**src/rtl/vga_reg_sched.sv**
```systemverilog
// ============================================================================
// Module  : vga_reg_sched
// Brief   : Captures up to four 16-bit requester values and schedules one of
//           them per frame onto a register-drawer overlay.
// Revision: 1.0 - initial release
// ============================================================================
`default_nettype none

module vga_reg_sched #(
    parameter int unsigned FRAMES_PER_SLOT = 60,
    parameter logic [9:0]  X_BASE          = 10'd16,
    parameter logic [9:0]  Y_BASE          = 10'd16
) (
    input  logic        px_clk,
    input  logic        reset,
    input  logic [25:0] strRGB_i,
    input  logic [3:0]  req,
    input  logic [63:0] data_i,
    input  logic        auto_i,
    input  logic [1:0]  sel_i,
    input  logic        freeze_i,
    input  logic [2:0]  zoom_i,
    output logic [3:0]  ack,
    output logic [15:0] register_o,
    output logic [9:0]  x_pos_o,
    output logic [9:0]  y_pos_o,
    output logic [2:0]  zoom_o,
    output logic [1:0]  slot_o,
    output logic        frame_tick
);

    localparam logic [1:0] ST_RUN    = 2'd0;
    localparam logic [1:0] ST_FREEZE = 2'd1;
    localparam logic [1:0] ST_EMPTY  = 2'd2;

    localparam logic [7:0] C_CNT_LAST = 8'(FRAMES_PER_SLOT - 1);

    logic        r_vs_q;
    logic        r_armed;
    logic [15:0] r_shadow [4];
    logic [3:0]  r_valid;
    logic [1:0]  r_rr_ptr;
    logic [7:0]  r_frame_cnt;
    logic [1:0]  r_state;

    logic        w_grant_vld;
    logic [1:0]  w_grant_idx;
    logic [1:0]  w_arb_cand;
    logic [1:0]  w_next_valid;
    logic [1:0]  w_first_valid;
    logic [1:0]  w_scan;
    logic        w_entry;
    logic        w_run;
    logic        w_load;
    logic [1:0]  w_new_slot;
    logic [7:0]  w_new_cnt;
    logic [9:0]  w_y_next;
    logic        w_unused_rgb;

    assign w_unused_rgb = ^{strRGB_i[25:2], strRGB_i[0]};

    // No new grant while any ack is outstanding, so acks are always separated.
    always_comb begin
        w_grant_vld = 1'b0;
        w_grant_idx = r_rr_ptr;
        w_arb_cand  = 2'd0;
        for (int i = 0; i < 4; i++) begin
            w_arb_cand = r_rr_ptr + 2'(i);
            if (!w_grant_vld && req[w_arb_cand] && (ack == 4'd0)) begin
                w_grant_vld = 1'b1;
                w_grant_idx = w_arb_cand;
            end
        end
    end

    // w_next_valid skips the current slot; w_first_valid may pick it.
    always_comb begin
        w_next_valid  = slot_o;
        w_first_valid = slot_o;
        w_scan        = 2'd0;
        for (int i = 3; i >= 1; i--) begin
            w_scan = slot_o + 2'(i);
            if (r_valid[w_scan]) begin
                w_next_valid = w_scan;
            end
        end
        for (int i = 3; i >= 0; i--) begin
            w_scan = slot_o + 2'(i);
            if (r_valid[w_scan]) begin
                w_first_valid = w_scan;
            end
        end
    end

    assign w_entry = frame_tick && (r_state == ST_EMPTY) && (|r_valid);
    assign w_run   = frame_tick && !freeze_i &&
                     ((r_state == ST_RUN) || (r_state == ST_FREEZE));
    assign w_load  = w_entry || w_run;

    always_comb begin
        w_new_slot = slot_o;
        w_new_cnt  = r_frame_cnt;
        if (w_entry) begin
            w_new_slot = auto_i ? w_first_valid : sel_i;
            w_new_cnt  = 8'd0;
        end else if (!auto_i) begin
            w_new_slot = sel_i;
            w_new_cnt  = 8'd0;
        end else if (r_frame_cnt == C_CNT_LAST) begin
            w_new_slot = w_next_valid;
            w_new_cnt  = 8'd0;
        end else begin
            w_new_cnt  = r_frame_cnt + 8'd1;
        end
    end

    assign w_y_next = Y_BASE + ({8'd0, w_new_slot} << (4'd3 + {1'b0, zoom_i}));

    // Frame start detection; r_armed masks a VS already high at reset release.
    always_ff @(posedge px_clk or posedge reset) begin
        if (reset) begin
            r_vs_q     <= 1'b0;
            r_armed    <= 1'b0;
            frame_tick <= 1'b0;
        end else begin
            r_vs_q     <= strRGB_i[1];
            r_armed    <= 1'b1;
            frame_tick <= r_armed && !r_vs_q && strRGB_i[1];
        end
    end

    always_ff @(posedge px_clk or posedge reset) begin
        if (reset) begin
            for (int i = 0; i < 4; i++) begin
                r_shadow[i] <= 16'd0;
            end
            r_valid  <= 4'd0;
            r_rr_ptr <= 2'd0;
            ack      <= 4'd0;
        end else begin
            ack <= 4'd0;
            if (w_grant_vld) begin
                r_shadow[w_grant_idx] <= data_i[16*w_grant_idx +: 16];
                r_valid[w_grant_idx]  <= 1'b1;
                ack[w_grant_idx]      <= 1'b1;
                r_rr_ptr              <= w_grant_idx + 2'd1;
            end
        end
    end

    // Display reads pre-capture shadow/valid, so a same-cycle capture waits a frame.
    always_ff @(posedge px_clk or posedge reset) begin
        if (reset) begin
            r_state     <= ST_EMPTY;
            r_frame_cnt <= 8'd0;
            slot_o      <= 2'd0;
            register_o  <= 16'd0;
            zoom_o      <= 3'd0;
            x_pos_o     <= X_BASE;
            y_pos_o     <= Y_BASE;
        end else if (frame_tick) begin
            case (r_state)
                ST_EMPTY:  if (|r_valid) r_state <= ST_RUN;
                ST_RUN:    if (freeze_i) r_state <= ST_FREEZE;
                ST_FREEZE: if (!freeze_i) r_state <= ST_RUN;
                default:   r_state <= ST_EMPTY;
            endcase
            if (w_load) begin
                r_frame_cnt <= w_new_cnt;
                slot_o      <= w_new_slot;
                register_o  <= r_shadow[w_new_slot];
                zoom_o      <= zoom_i;
                x_pos_o     <= X_BASE;
                y_pos_o     <= w_y_next;
            end
        end
    end

endmodule

`default_nettype wire
```
**config.mk**
```make
export PLATFORM = sky130hd
export DESIGN_NAME = vga_reg_sched
export DESIGN_NICKNAME = d
export VERILOG_FILES = /design/src/rtl/vga_reg_sched.sv
export SDC_FILE = /design/constraint.sdc
export NUM_CORES = 1
export LEC_CHECK = 0
export BUFFER_PORTS_ARGS = -buffer_cell sky130_fd_sc_hd__buf_2
export CAP_MARGIN = 20
export CORE_AREA = 5 5 151 153
export CTS_CLUSTER_DIAMETER = 60
export DETAILED_ROUTE_END_ITERATION = 8
export DIE_AREA = 0 0 156 158
export PLACE_DENSITY = 0.6
export SLEW_MARGIN = 15
export SYNTH_ARGS = -nofsm -noshare
export SYNTH_HDL_FRONTEND = slang
export SYNTH_SLANG_ARGS = --single-unit
```
**constraint.sdc**
```tcl
create_clock -name px_clk -period 9 [get_ports px_clk]
set_input_delay 1.8 -clock px_clk [delete_from_list [all_inputs] [get_ports px_clk]]
set_output_delay 1.8 -clock px_clk [all_outputs]
set_load 0.01 [all_outputs]
```
======== Word-level counts from Yosys, hierarchy flattened ========
Index checks and enable logic that the tools add are counted.
storage, ports and cells
  bits in latches ......................... 0
  word-level logic and storage cells ...... 124
  bits of input ports ..................... 103
  memories ................................ 0
  flip-flop bits (word level) ............. 118
  RAM bits ................................ 0
  bits in read-only memories .............. 0
cells by class
  equality and inequality tests ........... 6
  add/subtract/negate cells ............... 10
  divide/modulo/power cells ............... 0
  multipliers ............................. 0
  mux-type cells .......................... 47
  bitwise logic cells ..................... 3
  shift-type cells ........................ 2
  $lt $le $gt $ge ......................... 13
  reduce and logical (&&, ||, !) cells .... 27
operator list
  cell                   number
  $bwmux 64              1
  $shiftx 64x7->16       1
  $mux 16                3
  $bmux 16 s2            1
  $demux 16 s2           1
  $mux 2                 14
  $lt 2x3->1 const B     9
  $mux 8                 3
  $bmux 1 s2             8
  $logic_and 1x1->1      15
  $mux 1                 13
  $add 5x10->10 const A  1
  $shl 2x4->10           1
  $add 2x2->2 const B    4
  $add 8x1->8 const B    1
  $eq 8x6->1 const B     1
  $add 2x1->2 const B    3
  $ge 3x3->1 const B     2
  $not 2->3              2
  $pmux 2 s3             1
  $logic_not 1->1        5
  $add 2x3->4 const A    1
  $logic_not 4->1        1
  $mux 4                 1
  other kinds (13)       15

======== Depth between registers and ports, before layout ========
Gate-level depths: netlist of the first run.
  depth after elaboration ................. 22
  gate-level depth with buffers ........... 13
  mapped depth without buffers ............ 12

======== Worst setup path after synthesis of the first run ========
No wires, ideal clock.
  path kind ............................... input to register
  from .................................... in zoom_i[0]
  to ...................................... reg y_pos_o[8]
  data arrival time ....................... 3,848 ps
  cell stages on the path ................. 11
  required time ........................... 8,864 ps
  buffers on the path ..................... 2
  slack ................................... 5,016 ps
  cells stage by stage .................... clkbuf_1 inv_1 ha_1 clkbuf_1 and4_1 or2_2 ha_1 nand2_1 nor3_1 a221oi_1 a31oi_1
between the ends
  longest elaborated chain between the ends .. 3
ends and longest elaborated chain
  element                 RTL line  text
  start: declaration      22        input logic [2:0] zoom_i,
  $add 2x3->4             117       assign w_y_next = Y_BASE + ({8'd0, w_new_slot} << (4'd3 + {1'b0, zoom_i}));
  $shl 2x4->10            117
  $add 5x10->10           117
  end signal: assignment  174       y_pos_o <= w_y_next;
  end: declaration        26        output logic [9:0] y_pos_o,
Every way passes these cells.
A chain may end at the register's enable or synchronous reset.

======== Worst setup path in the final report of the first run ========
  from .................................... in auto_i
  to ...................................... reg y_pos_o[8]
between the ends
  longest elaborated chain between the ends .. 4
  elaborated cells on any way between the ends .. 5
  classes of those cells .................. add/sub (1); shift (1); mux (3)
ends and longest elaborated chain
  element                    RTL line  text
  start: declaration         19        input logic auto_i,
  $mux 2 (on tied branches)  106, 104
  $mux 2 *                   103       if (w_entry) begin
  $shl 2x4->10 *             117
  $add 5x10->10 *            117
Every way passes the cells marked *; elsewhere a longest branch is shown, timed or not.

==> impl_metrics.json, run 1 <==
{
  "status": "finished, final reports clean",
  "synthTopCellsByArea": "dfrtp_1, mux2i_1, nand2_1",
  "fin_crit_sh": 0.4184,
  "hold_violations": 0,
  "die_h_um": 158,
  "dr_wl_met2_um": 6438,
  "cts_resized": 0,
  "wl_per_cell_um": 14.49,
  "wl_um": 14630,
  "max_freq_mhz": 265.6,
  "hold_buffers": 0,
  "top_layer_used": "met4",
  "num_io_pins": 149,
  "antenna_found_initial": 0,
  "synth_xor_area_frac": 0,
  "yosysSeqAreaShare": 0.4718,
  "die_w_um": 156,
  "cts-root-buf": "clkbuf_16",
  "die_area_sq_um": 24650,
  "synthAdderAreaFrac": 0.01398,
  "critPathRequiredTime_ns": 9.28,
  "insertion_delay_ns": 0.41,
  "io_buffers": 113,
  "slew_viol_final": 0,
  "synth_cells": 611,
  "synth-seq-cells": 118,
  "grt_usage": 0.1226,
  "viasPerCell": 4.650,
  "ant_nets": 0,
  "synthMuxAreaShare": 0.1450,
  "gp_congestion": 0.8380,
  "synth_ff_type": "dfrtp_1",
  "yosysTopAreaCell": "dfrtp_1",
  "grt_overflow_total": 0,
  "irDropWorstVdd_mv": 0.1682,
  "critPathKind": "in2reg",
  "synth_edf_count": 0,
  "drtIter0Drc": 226,
  "cts_tree": "yes",
  "dr.pass1.iters": 4,
  "critPathCaptureType": "flop",
  "finalClockSkew_ns": 0.01424,
  "met1_length_um": 7122,
  "grt_pass1_wl_um": 24440,
  "tightestPinTransition_ns": 1.028,
  "maxCapViolations": 0,
  "start_kind": "input port",
  "rsz0062_at_grt": "no",
  "start_util": 0.2924,
  "clock-sinks": 118,
  "p_leak_nw": 3.652,
  "synth_compound_area_frac": 0.1718,
  "async_flop_share": 1.000,
  "synth_top_family_by_area": "compound AO/OA/AOI/OAI gates",
  "pwr_density_cell_nw_per_um2": 336.6,
  "fin_util": 0.3549,
  "post_synth.cell_area_avg_sq_um": 10.25,
  "num_rows": 54,
  "diodes": 0,
  "crit_arrival_ns": 4.04,
  "dr_wl_met3_um": 954,
  "grt_pass1_vias": 4672,
  "coreArea_sq_um": 21420,
  "synth_warnings": 0,
  "hold_ws_ns": 0.3989,
  "cts_buffers": 17,
  "min_path_type": "reg2reg",
  "period_needed_ns": 3.766,
  "drive_gt1_frac": 0.2918,
  "synthSimpleGateAreaFrac": 0.1404,
  "finalSetupViolCount": 0,
  "nNetsFinal": 827,
  "clkTransAtPathRegs_ns": 0.06,
  "yosysUniqueCellTypes": 60,
  "syn_to_final_growth_pct": 21.37,
  "drc": 0,
  "cp_max_fo": 6,
  "h-tree-depth": 4,
  "cts_setup_buffers": 0,
  "grt_max_degree": 76,
  "yosys.area.top_type_share": 0.4634,
  "syn_area_sq_um": 6264,
  "slew_headroom": 0.3148,
  "vias": 4697,
  "tns_ns": 0,
  "hpwlAfterDp_um": 9897,
  "clk_path_buf_depth": 2
}
sequential cells by signal (all words and copies together) (netlist names), 2 cells and up:
name,count
r_shadow,64
register_o,16
y_pos_o,10
r_frame_cnt,8
ack,4
r_valid,4
zoom_o,3
r_rr_ptr,2
r_state,2
slot_o,2
final cells by class:
type / instances / area [sq um]
fill: 2177 / 13820
inverter: 14 / 55.05
sequential: 118 / 2955
clock inverter: 10 / 97.59
multi-input combinational: 441 / 3010
clock buffer: 22 / 474.2
timing repair buffer: 125 / 659.4
tap: 280 / 350.3
critical path: stages:
cell	delay [ns]
buf_2	0.14
nand2b_1	0.08
a221oi_1	0.34
o31a_4	0.24
a21o_1	0.25
nor4_1	0.09
or2_2	0.28
ha_1	0.27
nand2_1	0.08
nor3_1	0.04
a221oi_1	0.32
a31oi_1	0.11
cells in the mapped netlist, types with 2 or more instances:
cell type	n
o21ai_1	47
nand3b_1	2
a21oi_1	11
o21ai_2	14
clkbuf_1	17
nor4_1	3
a221oi_2	10
o21ba_2	2
mux2i_1	66
and2_1	3
mux2_4	15
o2111ai_1	2
o31ai_1	6
buf_2	5
nand2b_1	12
buf_4	18
o21bai_1	2
nor2_1	33
nand3_1	8
o21ai_0	24
mux2_2	2
and3_1	2
a22o_1	3
buf_6	6
ha_1	7
a221oi_1	8
conb_1	2
dfrtp_1	116
a31oi_1	4
nor3_1	2
dfstp_2	2
a21o_1	3
inv_1	14
nand2_1	101
nor2b_1	12
or2_2	3
where the power goes:
group	switching [mW]	internal, mW
Combinational	0.611	0.453
Clock	0.244	0.403
Sequential	0.113	0.736
Total	0.968	1.59
cell families (layout without fill, tap and decap cells):
| logic type | after synthesis | count (layout) |
|---|---|---|
| AO/OA/AOI/OAI | 150 | 150 |
| buffers and inverters | 61 | 171 |
| other | 2 | 11 |
| flip-flops | 118 | 118 |
| AND/OR/NAND/NOR | 190 | 190 |
| adder cells (fa/ha/maj) | 7 | 7 |
| multiplexers | 83 | 83 |
path summary, 6_finish.rpt:
kind	startpoint	endpoint	depth (start not counted)	slack (ns)
hold reg to reg	r_vs_q	frame_tick	1	0.40
min in group asynchronous	reset	r_armed	2	1.46
max in group asynchronous	reset	r_shadow[28]	3	6.22
hold / removal	r_vs_q	frame_tick	1	0.40
setup reg to reg	r_frame_cnt[0]	y_pos_o[8]	12	5.85
setup / recovery	auto_i	y_pos_o[8]	12	5.23
metal layers:
metal  global-route usage  vias to the layer above
met5                    0                        -
met4              0.03251                        0
met3              0.02952                       11
met2               0.1905                      136
met1               0.1716                     2174
li1                     -                     2376
cells in the final DEF, fill, tap and decap left out, types with 11 or more instances in the layout:
cell type / count
dfrtp_1: 116
buf_2: 113
nand2_1: 101
mux2i_1: 66
o21ai_1: 46
nor2_1: 32
o21ai_0: 24
clkbuf_16: 17
mux2_4: 15
o21ai_2: 14
inv_1: 13
nand2b_1: 12
nor2b_1: 12
conb_1: 11
buf_4: 11
stage by stage:
stage / cell area (sq um) / setup slack (ns) / std cells / total power [mW]
after floorplan: 6297 / 4.074 / 620 / 1.685
after global placement: 7019 / 4.840 / 977 / 1.920
after detailed placement: 7019 / 4.828 / 977 / 1.942
after CTS: 7591 / 5.256 / 1009 / 2.599
after global routing: 7602 / 5.061 / 1010 / 2.763
final: 7602 / 5.234 / 1010 / 2.559
(Power assumes the default switching activity.)
==> run 2: changes to the inputs <==
--- a/config.mk
+++ b/config.mk
@@ -11,7 +11,7 @@
 export CTS_CLUSTER_DIAMETER = 60
 export DETAILED_ROUTE_END_ITERATION = 8
 export DIE_AREA = 0 0 156 158
-export PLACE_DENSITY = 0.6
+export PLACE_DENSITY = 0.62
 export SLEW_MARGIN = 15
 export SYNTH_ARGS = -nofsm -noshare
 export SYNTH_HDL_FRONTEND = slang
==> constraint.sdc (replaced) <==
create_clock -name px_clk -period 3.4 [get_ports px_clk]
set_input_delay 0.68 -clock px_clk [delete_from_list [all_inputs] [get_ports px_clk]]
set_output_delay 0.68 -clock px_clk [all_outputs]
set_load 0.01 [all_outputs]
==> impl_metrics.json, run 2 (synthesis results as in run 1) <==
{
  "maxCapViolations": 0,
  "seqCellArea_sq_um": 2955,
  "multi_input_area_sq_um": 3010,
  "mostFrequentLayoutCell": "dfrtp_1",
  "grt_max_degree": 70,
  "grt_usage": 0.1222,
  "critPathRequiredTime_ns": 3.68,
  "crit_arrival_ns": 3.22,
  "cp_max_fo": 4,
  "syn_to_final_growth_pct": 22.55,
  "dr.pass1.iters": 4,
  "gp_congestion": 0.7810,
  "largest-register": "r_shadow",
  "start_kind": "flop",
  "fin_crit_sh": 0.8650,
  "grt_pass1_wl_um": 24070,
  "hold_buffers": 0,
  "largest_reg_flops": 64,
  "r2r_cells": 12,
  "path_buf_inv": 0,
  "antenna_found_initial": 1,
  "h-tree-depth": 4,
  "nNetsFinal": 832,
  "cts_setup_buffers": 0,
  "slowest_delay_ns": 0.40,
  "min_path_type": "in2async",
  "tightestPinTransition_ns": 0.5901,
  "slew_viol_final": 0,
  "fillers": 2181,
  "die_area_sq_um": 24650,
  "insertion_delay_ns": 0.41,
  "pwr_density_cell_nw_per_um2": 889.7,
  "period_needed_ns": 2.941,
  "finalClockSkew_ns": 0.01431,
  "wl_per_cell_um": 14.35,
  "crit_path_top_delay_cell": "dfrtp_1",
  "cts_tree": "yes",
  "p_leak_nw": 3.691,
  "finalPower_mw": 6.830,
  "top_regs": "r_shadow: 64 flops, register_o: 16 flops, y_pos_o: 10 flops",
  "cts_buffers": 17,
  "ant_nets": 0,
  "drc": 0,
  "num_io_pins": 149,
  "finalSetupViolCount": 0,
  "fin_util": 0.3584,
  "vias": 4655,
  "die_w_um": 156,
  "clock-sinks": 118,
  "wl_um": 14570,
  "num_rows": 54,
  "hold_violations": 0,
  "rsz0062_at_grt": "no",
  "path_cells": "ha_1 -> and3b_1 -> and2_1 -> a31oi_1 -> a21o_1 -> nor4_1 -> or2_2 -> ha_1 -> nand2_1 -> nor3_1 -> a221oi_1 -> a31oi_1",
  "diodes": 0,
  "start_util": 0.2924,
  "status": "finished, final reports clean",
  "hpwlAfterDp_um": 9957,
  "tns_ns": 0,
  "cpLargestDelayFamily": "compound AO/OA/AOI/OAI gates",
  "viasPerCell": 4.586,
  "path_depth": 12,
  "irDropWorstVdd_mv": 0.7828,
  "max_freq_mhz": 340.0,
  "final_cell_mix": "dfrtp_1, buf_2, nand2_1",
  "grt_overflow_total": 0,
  "clkTransAtPathRegs_ns": 0.06,
  "io_buffers": 113,
  "die_h_um": 158,
  "slew_headroom": 0.6066,
  "cts-root-buf": "clkbuf_16",
  "critPathKind": "reg2reg",
  "coreArea_sq_um": 21420,
  "clk_path_buf_depth": 2,
  "grt_pass1_vias": 4699,
  "cts_resized": 0,
  "drtIter0Drc": 201,
  "critPathCaptureType": "flop",
  "drive_gt1_frac": 0.2966
}
-- run 2: worst paths after layout --
check | slack (ns) | end | from
setup / recovery | 0.46 | y_pos_o[8] | r_frame_cnt[0]
hold / removal | 0.29 | register_o[1] | reset
setup reg to reg | 0.46 | y_pos_o[8] | r_frame_cnt[0]
hold reg to reg | 0.40 | frame_tick | r_vs_q
max in group asynchronous | 2.35 | r_shadow[52] | reset
min in group px_clk | 0.40 | frame_tick | r_vs_q
-- run 2: metal layers --
layer / GRT usage / share of wire / routed length, um
met5: 0 / 0.00089 / 13
met4: 0.03627 / 0.010 / 150
met3: 0.03718 / 0.069 / 999
met2: 0.1856 / 0.44 / 6364
met1: 0.1683 / 0.48 / 7039
-- run 2: final cells by class --
cell class / instances / area share
well taps: 280 / 0.04564
inverters: 14 / 0.007335
repair buffers: 130 / 0.09356
flip-flops and latches: 118 / 0.3850
multi-input cells: 441 / 0.3922
clock inverters: 11 / 0.01630
clock buffers: 21 / 0.05998
-- run 2: stage by stage --
stage	std cells	hold WS [ns]	setup WS [ns]	area [sq um]
3_5_place_dp	983	0.3989	0.3997	7091
2_1_floorplan	620	0.3766	0.5362	6301
5_1_grt	1015	0.3182	0.2532	7676
3_3_place_gp	983	0.3867	0.4196	7091
6_report	1015	0.2936	0.4590	7676
4_1_cts	1015	0.2921	0.4590	7676
-- run 2: power by group --
| part | internal (mW) | total [mW] | switching, mW | leakage, nW |
|---|---|---|---|---|
| sequential | 1.95 | 2.24 | 0.296 | 1.45 |
| combinational | 1.23 | 2.82 | 1.60 | 1.96 |
| clock | 1.12 | 1.76 | 0.644 | 0.283 |
==> run 3: changes to the inputs <==
--- a/config.mk
+++ b/config.mk
@@ -7,11 +7,11 @@
 export LEC_CHECK = 0
 export BUFFER_PORTS_ARGS = -buffer_cell sky130_fd_sc_hd__buf_2
 export CAP_MARGIN = 20
-export CORE_AREA = 5 5 151 153
+export CORE_AREA = 5 5 132 134
 export CTS_CLUSTER_DIAMETER = 60
 export DETAILED_ROUTE_END_ITERATION = 8
-export DIE_AREA = 0 0 156 158
-export PLACE_DENSITY = 0.62
+export DIE_AREA = 0 0 137 139
+export PLACE_DENSITY = 0.75
 export SLEW_MARGIN = 15
 export SYNTH_ARGS = -nofsm -noshare
 export SYNTH_HDL_FRONTEND = slang
==> impl_metrics.json, run 3 (synthesis results as in run 1) <==
{
  "ant_nets": 0,
  "maxCapViolations": 0,
  "antenna_found_initial": 0,
  "finalSetupViolCount": 0,
  "holdCritStartpoint": "r_vs_q",
  "holdPathEnd": "frame_tick",
  "wl_um": 14040,
  "pwr_density_cell_nw_per_um2": 890.9,
  "cts_resized": 0,
  "max_freq_mhz": 341.7,
  "whs_path_depth": 1,
  "status": "finished, final reports clean",
  "clock-sinks": 118,
  "rsz0062_at_grt": "no",
  "grt_overflow_total": 0,
  "diodes": 0,
  "cts_setup_buffers": 0,
  "critPathKind": "reg2reg",
  "slowest_delay_ns": 0.40,
  "io_buffers": 113,
  "grt_max_degree": 61,
  "r2r_slack_ns": 0.47,
  "crit_arrival_ns": 3.20,
  "hold_violations": 0,
  "final_cells": 959,
  "drc": 0,
  "die_w_um": 137,
  "largest-register": "r_shadow",
  "critPathRequiredTime_ns": 3.67,
  "nNetsFinal": 836,
  "clkTransAtPathRegs_ns": 0.05,
  "cts_tree": "yes",
  "vias": 4805,
  "num_io_pins": 149,
  "cts_buffers": 17,
  "clk_path_buf_depth": 2,
  "num_rows": 47,
  "h-tree-depth": 4,
  "syn_to_final_growth_pct": 21.17,
  "irDropWorstVdd_mv": 0.6772,
  "die_h_um": 139,
  "cp_max_fo": 4,
  "tightestPinTransition_ns": 0.8804,
  "grt_pass1_vias": 4720,
  "p_leak_nw": 3.688,
  "finalClockSkew_ns": 0.006654,
  "cts-root-buf": "clkbuf_16",
  "largest_reg_flops": 64,
  "drtIter0Drc": 240,
  "top_regs": "r_shadow: 64 flops, register_o: 16 flops, y_pos_o: 10 flops",
  "final_cell_mix": "dfrtp_1, buf_2, nand2_1",
  "coreArea_sq_um": 16170,
  "wl_per_cell_um": 14.64,
  "min_path_type": "reg2reg",
  "gp_congestion": 0.7805,
  "insertion_delay_ns": 0.41,
  "r2r_cells": 12,
  "placed_cells": 927,
  "grt_pass1_wl_um": 23790,
  "dr.pass1.iters": 4,
  "regToRegEndpoint": "y_pos_o[8]",
  "cpLargestDelayFamily": "compound AO/OA/AOI/OAI gates",
  "tns_ns": 0,
  "hold_buffers": 0,
  "start_util": 0.3873,
  "period_needed_ns": 2.926,
  "path_cells": "ha_1 -> and3b_1 -> and2_1 -> a31oi_1 -> a21o_1 -> nor4_1 -> or2_2 -> ha_1 -> nand2_1 -> nor3_1 -> a221oi_1 -> a31oi_1",
  "slew_headroom": 0.4118,
  "r2r-start": "r_frame_cnt[0]",
  "crit_path_top_delay_cell": "dfrtp_1",
  "slew_viol_final": 0,
  "fin_crit_sh": 0.8606,
  "start_kind": "flop",
  "drive_gt1_frac": 0.3031,
  "grt_usage": 0.1551,
  "die_area_sq_um": 19040,
  "critPathCaptureType": "flop",
  "viasPerCell": 5.010,
  "mostFrequentLayoutCell": "dfrtp_1",
  "path_buf_inv": 0,
  "hpwlAfterDp_um": 9750
}
[run 3: cell count changes in the layout (fill, tap and decap cells not counted)]
cell and delta:
bufinv_16 -2, clkbuf_1 -2, clkbuf_8 +1, clkinvlp_4 +2, buf_4 +4, clkinv_2 +3
clkinv_4 -2
[run 3: layout make-up]
type	instances	area [sq um]
Fill cell	1527	8582
Multi-Input combinational cell	441	3010
Sequential cell	118	2955
Timing Repair Buffer	134	748.2
Clock buffer	20	466.7
Tap cell	220	275.3
Clock inverter	12	77.57
Inverter	14	56.30
[run 3: worst max path at each step]
stage / start / end / slack, ns / depth (start not counted)
CTS: r_frame_cnt[0] / y_pos_o[8] / 0.48 / 12
global route: slot_o[1] / y_pos_o[8] / 0.27 / 12
global placement: zoom_i[0] / y_pos_o[8] / 0.46 / 12
finish: r_frame_cnt[0] / y_pos_o[8] / 0.47 / 12
detailed placement: zoom_i[0] / y_pos_o[8] / 0.41 / 12
floorplan: zoom_i[0] / y_pos_o[8] / 0.54 / 11
[run 3: worst register-to-register path, cell delays in order (launching register included)]
cell      delay (ns)
dfrtp_1         0.40
ha_1            0.25
and3b_1         0.20
and2_1          0.17
a31oi_1         0.38
a21o_1          0.23
nor4_1          0.07
or2_2           0.29
ha_1            0.24
nand2_1         0.07
nor3_1          0.04
a221oi_1        0.33
a31oi_1         0.13
[run 3: per-stage QoR]
stage               power [mW]    util  worst slack (ns)  hold WS, ns  instance area (sq um)
floorplan                4.462       -            0.5362       0.3766                   6301
global placement         5.111  0.4357            0.4575       0.3801                   7046
detailed placement       5.203  0.4357            0.4100       0.3971                   7046
CTS                      6.837  0.4693            0.4788       0.3889                   7590
global route             7.271  0.4693            0.2688       0.3934                   7590
finish                   6.762  0.4693            0.4738       0.4025                   7590
[run 3: power breakdown]
group	internal [mW]	total (mW)	leakage [nW]	switching, mW
Sequential	1.95	2.25	1.45	0.298
Clock	0.981	1.61	0.264	0.629
Combinational	1.27	2.91	1.97	1.64
[run 3: layer usage]
metal,wire [um],vias up,GRT usage
li1,-,2378,-
met1,6550,2273,0.2188
met2,6400,137,0.2368
met3,944,17,0.04245
met4,148,0,0.03834
met5,0,-,0
